<file path="src/rtl/aes_spi_master.sv">
// -----------------------------------------------------------------------------
// aes_spi_master
//
// Host-side SPI master for the serial port of the aes core. A start request
// captures {plaintext, key}, shifts the 256-bit frame out MSB first with load
// held high, releases load, waits for done, then clocks the 128-bit result
// back in and presents it on a parallel bus with a one-cycle valid strobe.
// A done that never arrives ends the transaction with a one-cycle error pulse.
//
// Parameters
//   CLK_DIV    clk cycles per sck half-period (>= 1)
//   TIMEOUT    clk cycles to wait for done after load falls (>= 1)
//
// Ports
//   clk          in   system clock shared with aes, rising edge only
//   reset_n      in   synchronous active-low reset
//   start        in   transaction request, sampled only while idle
//   plaintext    in   128-bit block, captured on an accepted start
//   key          in   128-bit key, captured on an accepted start
//   sck          out  SPI clock to aes
//   sdi          out  serial data to aes, MSB first
//   sdo          in   serial data from aes
//   load         out  frame-load strobe to aes
//   done         in   ciphertext-ready flag from aes, synchronous to clk
//   busy         out  high from an accepted start until return to idle
//   valid        out  one-cycle pulse when cyphertext is updated
//   error        out  one-cycle pulse on a done timeout
//   cyphertext   out  last received result, held until the next valid
// -----------------------------------------------------------------------------
module aes_spi_master #(
   parameter int CLK_DIV = 2,
   parameter int TIMEOUT = 1024
) (
   input  logic         clk,
   input  logic         reset_n,
   input  logic         start,
   input  logic [127:0] plaintext,
   input  logic [127:0] key,
   output logic         sck,
   output logic         sdi,
   input  logic         sdo,
   output logic         load,
   input  logic         done,
   output logic         busy,
   output logic         valid,
   output logic         error,
   output logic [127:0] cyphertext
);

   // One bit slot is 2*CLK_DIV cycles: sck low for the first half, high for
   // the second half.
   localparam int SLOT = 2 * CLK_DIV;
   localparam int PW   = $clog2(SLOT);
   localparam int TW   = $clog2(TIMEOUT + 1);

   localparam logic [PW-1:0] PH_LAST     = PW'(SLOT - 1);
   localparam logic [PW-1:0] PH_HIGH     = PW'(CLK_DIV);
   localparam logic [PW-1:0] PH_REL_LAST = PW'(CLK_DIV - 1);
   localparam logic [TW-1:0] WAIT_LAST   = TW'(TIMEOUT - 1);

   typedef enum logic [2:0] {
      S_IDLE,
      S_SHIFT_IN,
      S_RELEASE,
      S_WAIT_DONE,
      S_SHIFT_OUT,
      S_FINISH
   } state_t;

   state_t        state;
   logic [PW-1:0] phase;      // position inside the current bit slot / release
   logic [8:0]    bit_cnt;    // slot index within SHIFT_IN or SHIFT_OUT
   logic [TW-1:0] wait_cnt;   // cycles spent in WAIT_DONE

   // Bits still to be sent after the one currently on sdi. The MSB of the
   // frame goes straight to sdi on start, so only 255 bits need storing.
   logic [254:0]  frame;

   // Received bits so far; the final sample is appended on the way into
   // cyphertext, so 127 bits of history are enough.
   logic [126:0]  rx_shift;

   logic          slot_end;
   logic [PW-1:0] phase_inc;

   assign slot_end  = (phase == PH_LAST);
   assign phase_inc = phase + PW'(1);

   // NOTE: every register in this block is assigned with <= so that all of
   // them update together from pre-edge values; reading frame[254] into sdi
   // in the same edge that shifts frame depends on that.
   always_ff @(posedge clk) begin
      if (!reset_n) begin
         state      <= S_IDLE;
         phase      <= '0;
         bit_cnt    <= '0;
         wait_cnt   <= '0;
         sck        <= 1'b0;
         sdi        <= 1'b0;
         load       <= 1'b0;
         busy       <= 1'b0;
         valid      <= 1'b0;
         error      <= 1'b0;
         cyphertext <= '0;
         // NOTE: frame and rx_shift are pure datapath that is always loaded
         // before it is read, so they are deliberately left out of reset.
      end else begin
         // Strobes default low and are raised for exactly one cycle below.
         valid <= 1'b0;
         error <= 1'b0;

         case (state)
            S_IDLE: begin
               sck <= 1'b0;
               if (start) begin
                  frame   <= {plaintext[126:0], key};
                  sdi     <= plaintext[127];
                  load    <= 1'b1;
                  busy    <= 1'b1;
                  phase   <= '0;
                  bit_cnt <= '0;
                  state   <= S_SHIFT_IN;
               end
            end

            S_SHIFT_IN: begin
               if (slot_end) begin
                  // Slot boundary: sck falls and the next bit is presented
                  // in the same edge, so sdi only moves while sck is low.
                  phase <= '0;
                  sck   <= 1'b0;
                  if (bit_cnt == 9'd255) begin
                     state <= S_RELEASE;
                  end else begin
                     bit_cnt <= bit_cnt + 9'd1;
                     sdi     <= frame[254];
                     frame   <= {frame[253:0], 1'b0};
                  end
               end else begin
                  phase <= phase_inc;
                  sck   <= (phase_inc >= PH_HIGH);
               end
            end

            S_RELEASE: begin
               // load stays high with sck low for one half-period so the last
               // bit is settled in aes before the frame is committed.
               if (phase == PH_REL_LAST) begin
                  load     <= 1'b0;
                  sdi      <= 1'b0;
                  wait_cnt <= '0;
                  state    <= S_WAIT_DONE;
               end else begin
                  phase <= phase_inc;
               end
            end

            S_WAIT_DONE: begin
               if (done) begin
                  phase   <= '0;
                  bit_cnt <= '0;
                  state   <= S_SHIFT_OUT;
               end else if (wait_cnt == WAIT_LAST) begin
                  error <= 1'b1;
                  busy  <= 1'b0;
                  state <= S_IDLE;
               end else begin
                  wait_cnt <= wait_cnt + TW'(1);
               end
            end

            S_SHIFT_OUT: begin
               if (slot_end) begin
                  // Sample on the last high phase, i.e. in the edge that
                  // drops sck; aes only moves sdo after that falling edge.
                  phase    <= '0;
                  sck      <= 1'b0;
                  rx_shift <= {rx_shift[125:0], sdo};
                  if (bit_cnt == 9'd127) begin
                     cyphertext <= {rx_shift, sdo};
                     valid      <= 1'b1;
                     busy       <= 1'b0;
                     state      <= S_FINISH;
                  end else begin
                     bit_cnt <= bit_cnt + 9'd1;
                  end
               end else begin
                  phase <= phase_inc;
                  sck   <= (phase_inc >= PH_HIGH);
               end
            end

            S_FINISH: begin
               // One dead cycle so a start held high is only taken once idle.
               state <= S_IDLE;
            end

            default: begin
               state <= S_IDLE;
            end
         endcase
      end
   end

endmodule

</file>
<file path="config.mk">
export PLATFORM = sky130hd
export DESIGN_NAME = aes_spi_master
export DESIGN_NICKNAME = d
export VERILOG_FILES = /design/src/rtl/aes_spi_master.sv
export SDC_FILE = /design/constraint.sdc
export NUM_CORES = 1
export LEC_CHECK = 0
export BUFFER_PORTS_ARGS = -buffer_cell sky130_fd_sc_hd__buf_2
export CAP_MARGIN = 30
export CORE_MARGIN = 1.5
export CORE_UTILIZATION = 46
export CTS_BUF_LIST = sky130_fd_sc_hd__clkbuf_4 sky130_fd_sc_hd__clkbuf_8
export DETAILED_ROUTE_END_ITERATION = 8
export PLACE_DENSITY_LB_ADDON = 0.05
export SYNTH_ARGS = -nofsm -noshare
export SYNTH_HDL_FRONTEND = slang
export SYNTH_SLANG_ARGS = --single-unit
export TNS_END_PERCENT = 10
</file>
<file path="constraint.sdc">
create_clock -name clk -period 10 [get_ports clk]
set_clock_uncertainty 0.15 [all_clocks]
set_input_delay 1.5 -clock clk [delete_from_list [all_inputs] [get_ports clk]]
set_output_delay 1.5 -clock clk [all_outputs]
set_load 0.05 [all_outputs]
</file>
==> out/qor.csv <==
metric,value,unit
pin count of the biggest net entering global routing,99,
detailed-route DRC error count,0,
final-layout setup total negative slack,0,ns
quantity of I/O buffers inserted on ports,394,
number of instances in the synthesized netlist,1983,
cell area power density,186,nW/um^2
detailed-route wire length per cell,16.0,um
top_reg_cell synth,sky130_fd_sc_hd__edfxtp_1,
standard-cell row count,78,
final setup violation count,0,
antenna violations before repair,20,
Initial Util,46.6,%
worst setup path end,frame[66],
first-pass GRT wire length,76500,um
via count of the first global-routing pass,14571,
total routing usage reported by global routing,20.7,%
Max Fclk,237,MHz
Crit path arrival time,4.35,ns
total number of vias,15015,
synthesized flop and latch total,541,
DRT antenna net count,0,
summed instance area of the synthesized netlist,21100,um^2
startpoint of the worst-slack reg-to-reg timing path,state[1],
CP Class,flop to flop,
time the worst path needs with I/O delays and setup,4.23,ns
clock sink count,541,
"commonest cells after routing, fill and taps aside","sky130_fd_sc_hd__nand2_1, sky130_fd_sc_hd__buf_2, sky130_fd_sc_hd__edfxtp_1",
Clock H-tree levels,3,
"top cells by area, synth","sky130_fd_sc_hd__edfxtp_1, sky130_fd_sc_hd__nand2_1, sky130_fd_sc_hd__dfxtp_1",
CTS tree,built,
leading area contributor after synthesis,sky130_fd_sc_hd__edfxtp_1,
GP Congestion,0.776,
final routed wirelength across all metal layers,49000,um
path depth of the worst reg2reg path,5,
number of placed I/O pins,395,
syn_nets,2249,
flop-to-flop setup slack,5.77,ns
fill cell instance count of the final layout,4150,
largest voltage drop on the vdd net,101,uV
clock buffers created by TritonCTS,91,
Final Max Slew Viols,0,
routed vias/inst,4.91,
sum of overflow across all layers after global routing,0,
final net count,2639,
number of iterations in the first detailed-routing pass,5,
slew at the pin closest to its max-slew limit,0.975,ns
"Avg Cell Area, Syn",10.7,um^2
number of buffers added for setup after CTS,0,
capture instance of the worst register-to-register path,frame[66],
Yosys warnings,0,
timing startpoint of the critical path,state[1],
slew margin rel.,35.0,%
crit path capture type,flop,
Final Total Pwr,4.74,mW
Final Cycle Share,42.3,%
register area,14700,um^2
WP data required,10.12,ns
count of instances resized after the clock tree is built,0,
CP Launch Type,flop,
sequential-to-total area share from yosys stat,69.3,%
insertion delay to the later sink of the worst-skew pair,0.66,ns
Detailed Route Iter0 Violations,1100,
post-DP HPWL,31700,um
Die W,217,um
Post-synth EDFFs,382,
buffer levels on the longest clock path,3,
layout cells sized above 1,23.6,%
number of hold-repair buffers added at the cts stage,0,
area taken by multi-input logic gates,5950,um^2
most common library cell in the layout ignoring fill and taps,sky130_fd_sc_hd__nand2_1,
floorplan die area,47200,um^2
clock-pin slew on the worst setup and hold paths,0.06,ns
total count of hold-check failures in the final report,0,
synth-to-layout area growth,20.4,%
distinct cell type count of the synthesized netlist,57,
share of Yosys cell area claimed by the top area cell type,54.3,%
fraction of registers with async set/reset,0,%
type of the worst min-delay path,flop to flop,
run status,completed,
leakage power figure,10.4,nW
Die Y-Extent,217,um
setup repair after global routing missed its margin,no,
standard cell core area,45400,um^2
highest fanout seen on the critical path,73,
Clk Tree Root Cell,sky130_fd_sc_hd__clkbuf_8,
Max Cap Viol,0,
## worst min path at each step
stage | cells past startpoint | startpoint | slack [ns] | end
3_5_place_dp | 0 | rx_shift[104] | 0.28 | rx_shift[105]
3_3_place_gp | 0 | rx_shift[38] | 0.28 | rx_shift[39]
5_1_grt | 0 | rx_shift[117] | 0.30 | rx_shift[118]
4_1_cts | 0 | rx_shift[71] | 0.29 | rx_shift[72]
2_1_floorplan | 0 | rx_shift[99] | 0.28 | rx_shift[100]
6_report | 0 | rx_shift[71] | 0.29 | rx_shift[72]
## sequential cells by signal, indices dropped and copies added (netlist names)
| signal | count |
|---|---|
| state | 3 |
| valid | 1 |
| cyphertext | 128 |
| sdi | 1 |
| sck | 1 |
| error | 1 |
| busy | 1 |
| bit_cnt | 9 |
| frame | 255 |
| load | 1 |
| wait_cnt | 11 |
| rx_shift | 127 |
| phase | 2 |
## metrics by stage
step	std cells	hold WS (ns)	util (%)	worst slack [ns]	instance area, um^2
CTS	3047	0.290	56.0	5.80	25400
floorplan	1983	0.276	-	1.36	21100
global placement	2877	0.279	51.7	5.15	23500
global route	3054	0.303	56.0	5.43	25400
detailed placement	2880	0.283	51.8	5.09	23500
finish	3059	0.289	56.1	5.77	25400
## cells in the mapped netlist, types with 4 or more instances
| cell type | count |
|---|---|
| sky130_fd_sc_hd__edfxtp_1 | 382 |
| sky130_fd_sc_hd__nor3_1 | 7 |
| sky130_fd_sc_hd__and3_1 | 8 |
| sky130_fd_sc_hd__ha_1 | 5 |
| sky130_fd_sc_hd__a21boi_0 | 18 |
| sky130_fd_sc_hd__xor2_1 | 6 |
| sky130_fd_sc_hd__o21ai_0 | 12 |
| sky130_fd_sc_hd__clkbuf_1 | 80 |
| sky130_fd_sc_hd__inv_1 | 7 |
| sky130_fd_sc_hd__nand4b_1 | 4 |
| sky130_fd_sc_hd__nor2_1 | 13 |
| sky130_fd_sc_hd__nand2b_1 | 10 |
| sky130_fd_sc_hd__dfxtp_1 | 159 |
| sky130_fd_sc_hd__nor2b_1 | 5 |
| sky130_fd_sc_hd__a21oi_1 | 18 |
| sky130_fd_sc_hd__nand3_1 | 16 |
| sky130_fd_sc_hd__a21boi_1 | 110 |
| sky130_fd_sc_hd__buf_2 | 17 |
| sky130_fd_sc_hd__buf_6 | 12 |
| sky130_fd_sc_hd__nand2_1 | 1037 |
## layer usage
metal / GRT usage [%] / up-vias / wire length (um)
li1: - / 7387 / -
met1: 29.1 / 7104 / 22500
met2: 30.4 / 416 / 21900
met3: 5.93 / 92 / 3360
met4: 7.71 / 16 / 1140
met5: 0 / - / 113
## kinds of logic (layout without fill, tap and decap cells)
group,after synthesis,after routing,synth area share [%]
adder cells (fa/ha/maj),5,5,0.296
AND/OR/NAND/NOR,1124,1124,21.0
AO/OA/AOI/OAI,182,182,6.27
other,0,12,0
multiplexers,1,1,0.0474
buffers and inverters,121,585,2.71
XOR/XNOR,9,9,0.373
flip-flops,541,541,69.3
## worst max-delay path, stage by stage (launching register included)
cell and delay (ns):
sky130_fd_sc_hd__dfxtp_1 0.88, sky130_fd_sc_hd__nor2_1 0.30, sky130_fd_sc_hd__o211ai_2 0.20, sky130_fd_sc_hd__and3_4 0.83
sky130_fd_sc_hd__buf_4 0.52, sky130_fd_sc_hd__buf_4 0.82
## area by class of cell
class / instances / area share [%]
Timing Repair Buffer: 410 / 8.39
Clock inverter: 28 / 0.639
Tap cell: 600 / 2.95
Sequential cell: 541 / 57.6
Clock buffer: 139 / 6.81
Inverter: 8 / 0.118
Multi-Input combinational cell: 1321 / 23.4
Antenna cell: 12 / 0.118
## power by group
| part | internal (mW) | switching, mW | total [mW] | leakage (nW) |
|---|---|---|---|---|
| clock network | 1.13 | 0.883 | 2.01 | 0.991 |
| registers | 2.46 | 0.0149 | 2.47 | 4.53 |
| logic | 0.0974 | 0.158 | 0.255 | 4.85 |
No activity file was read; power rests on OpenSTA's default activity.
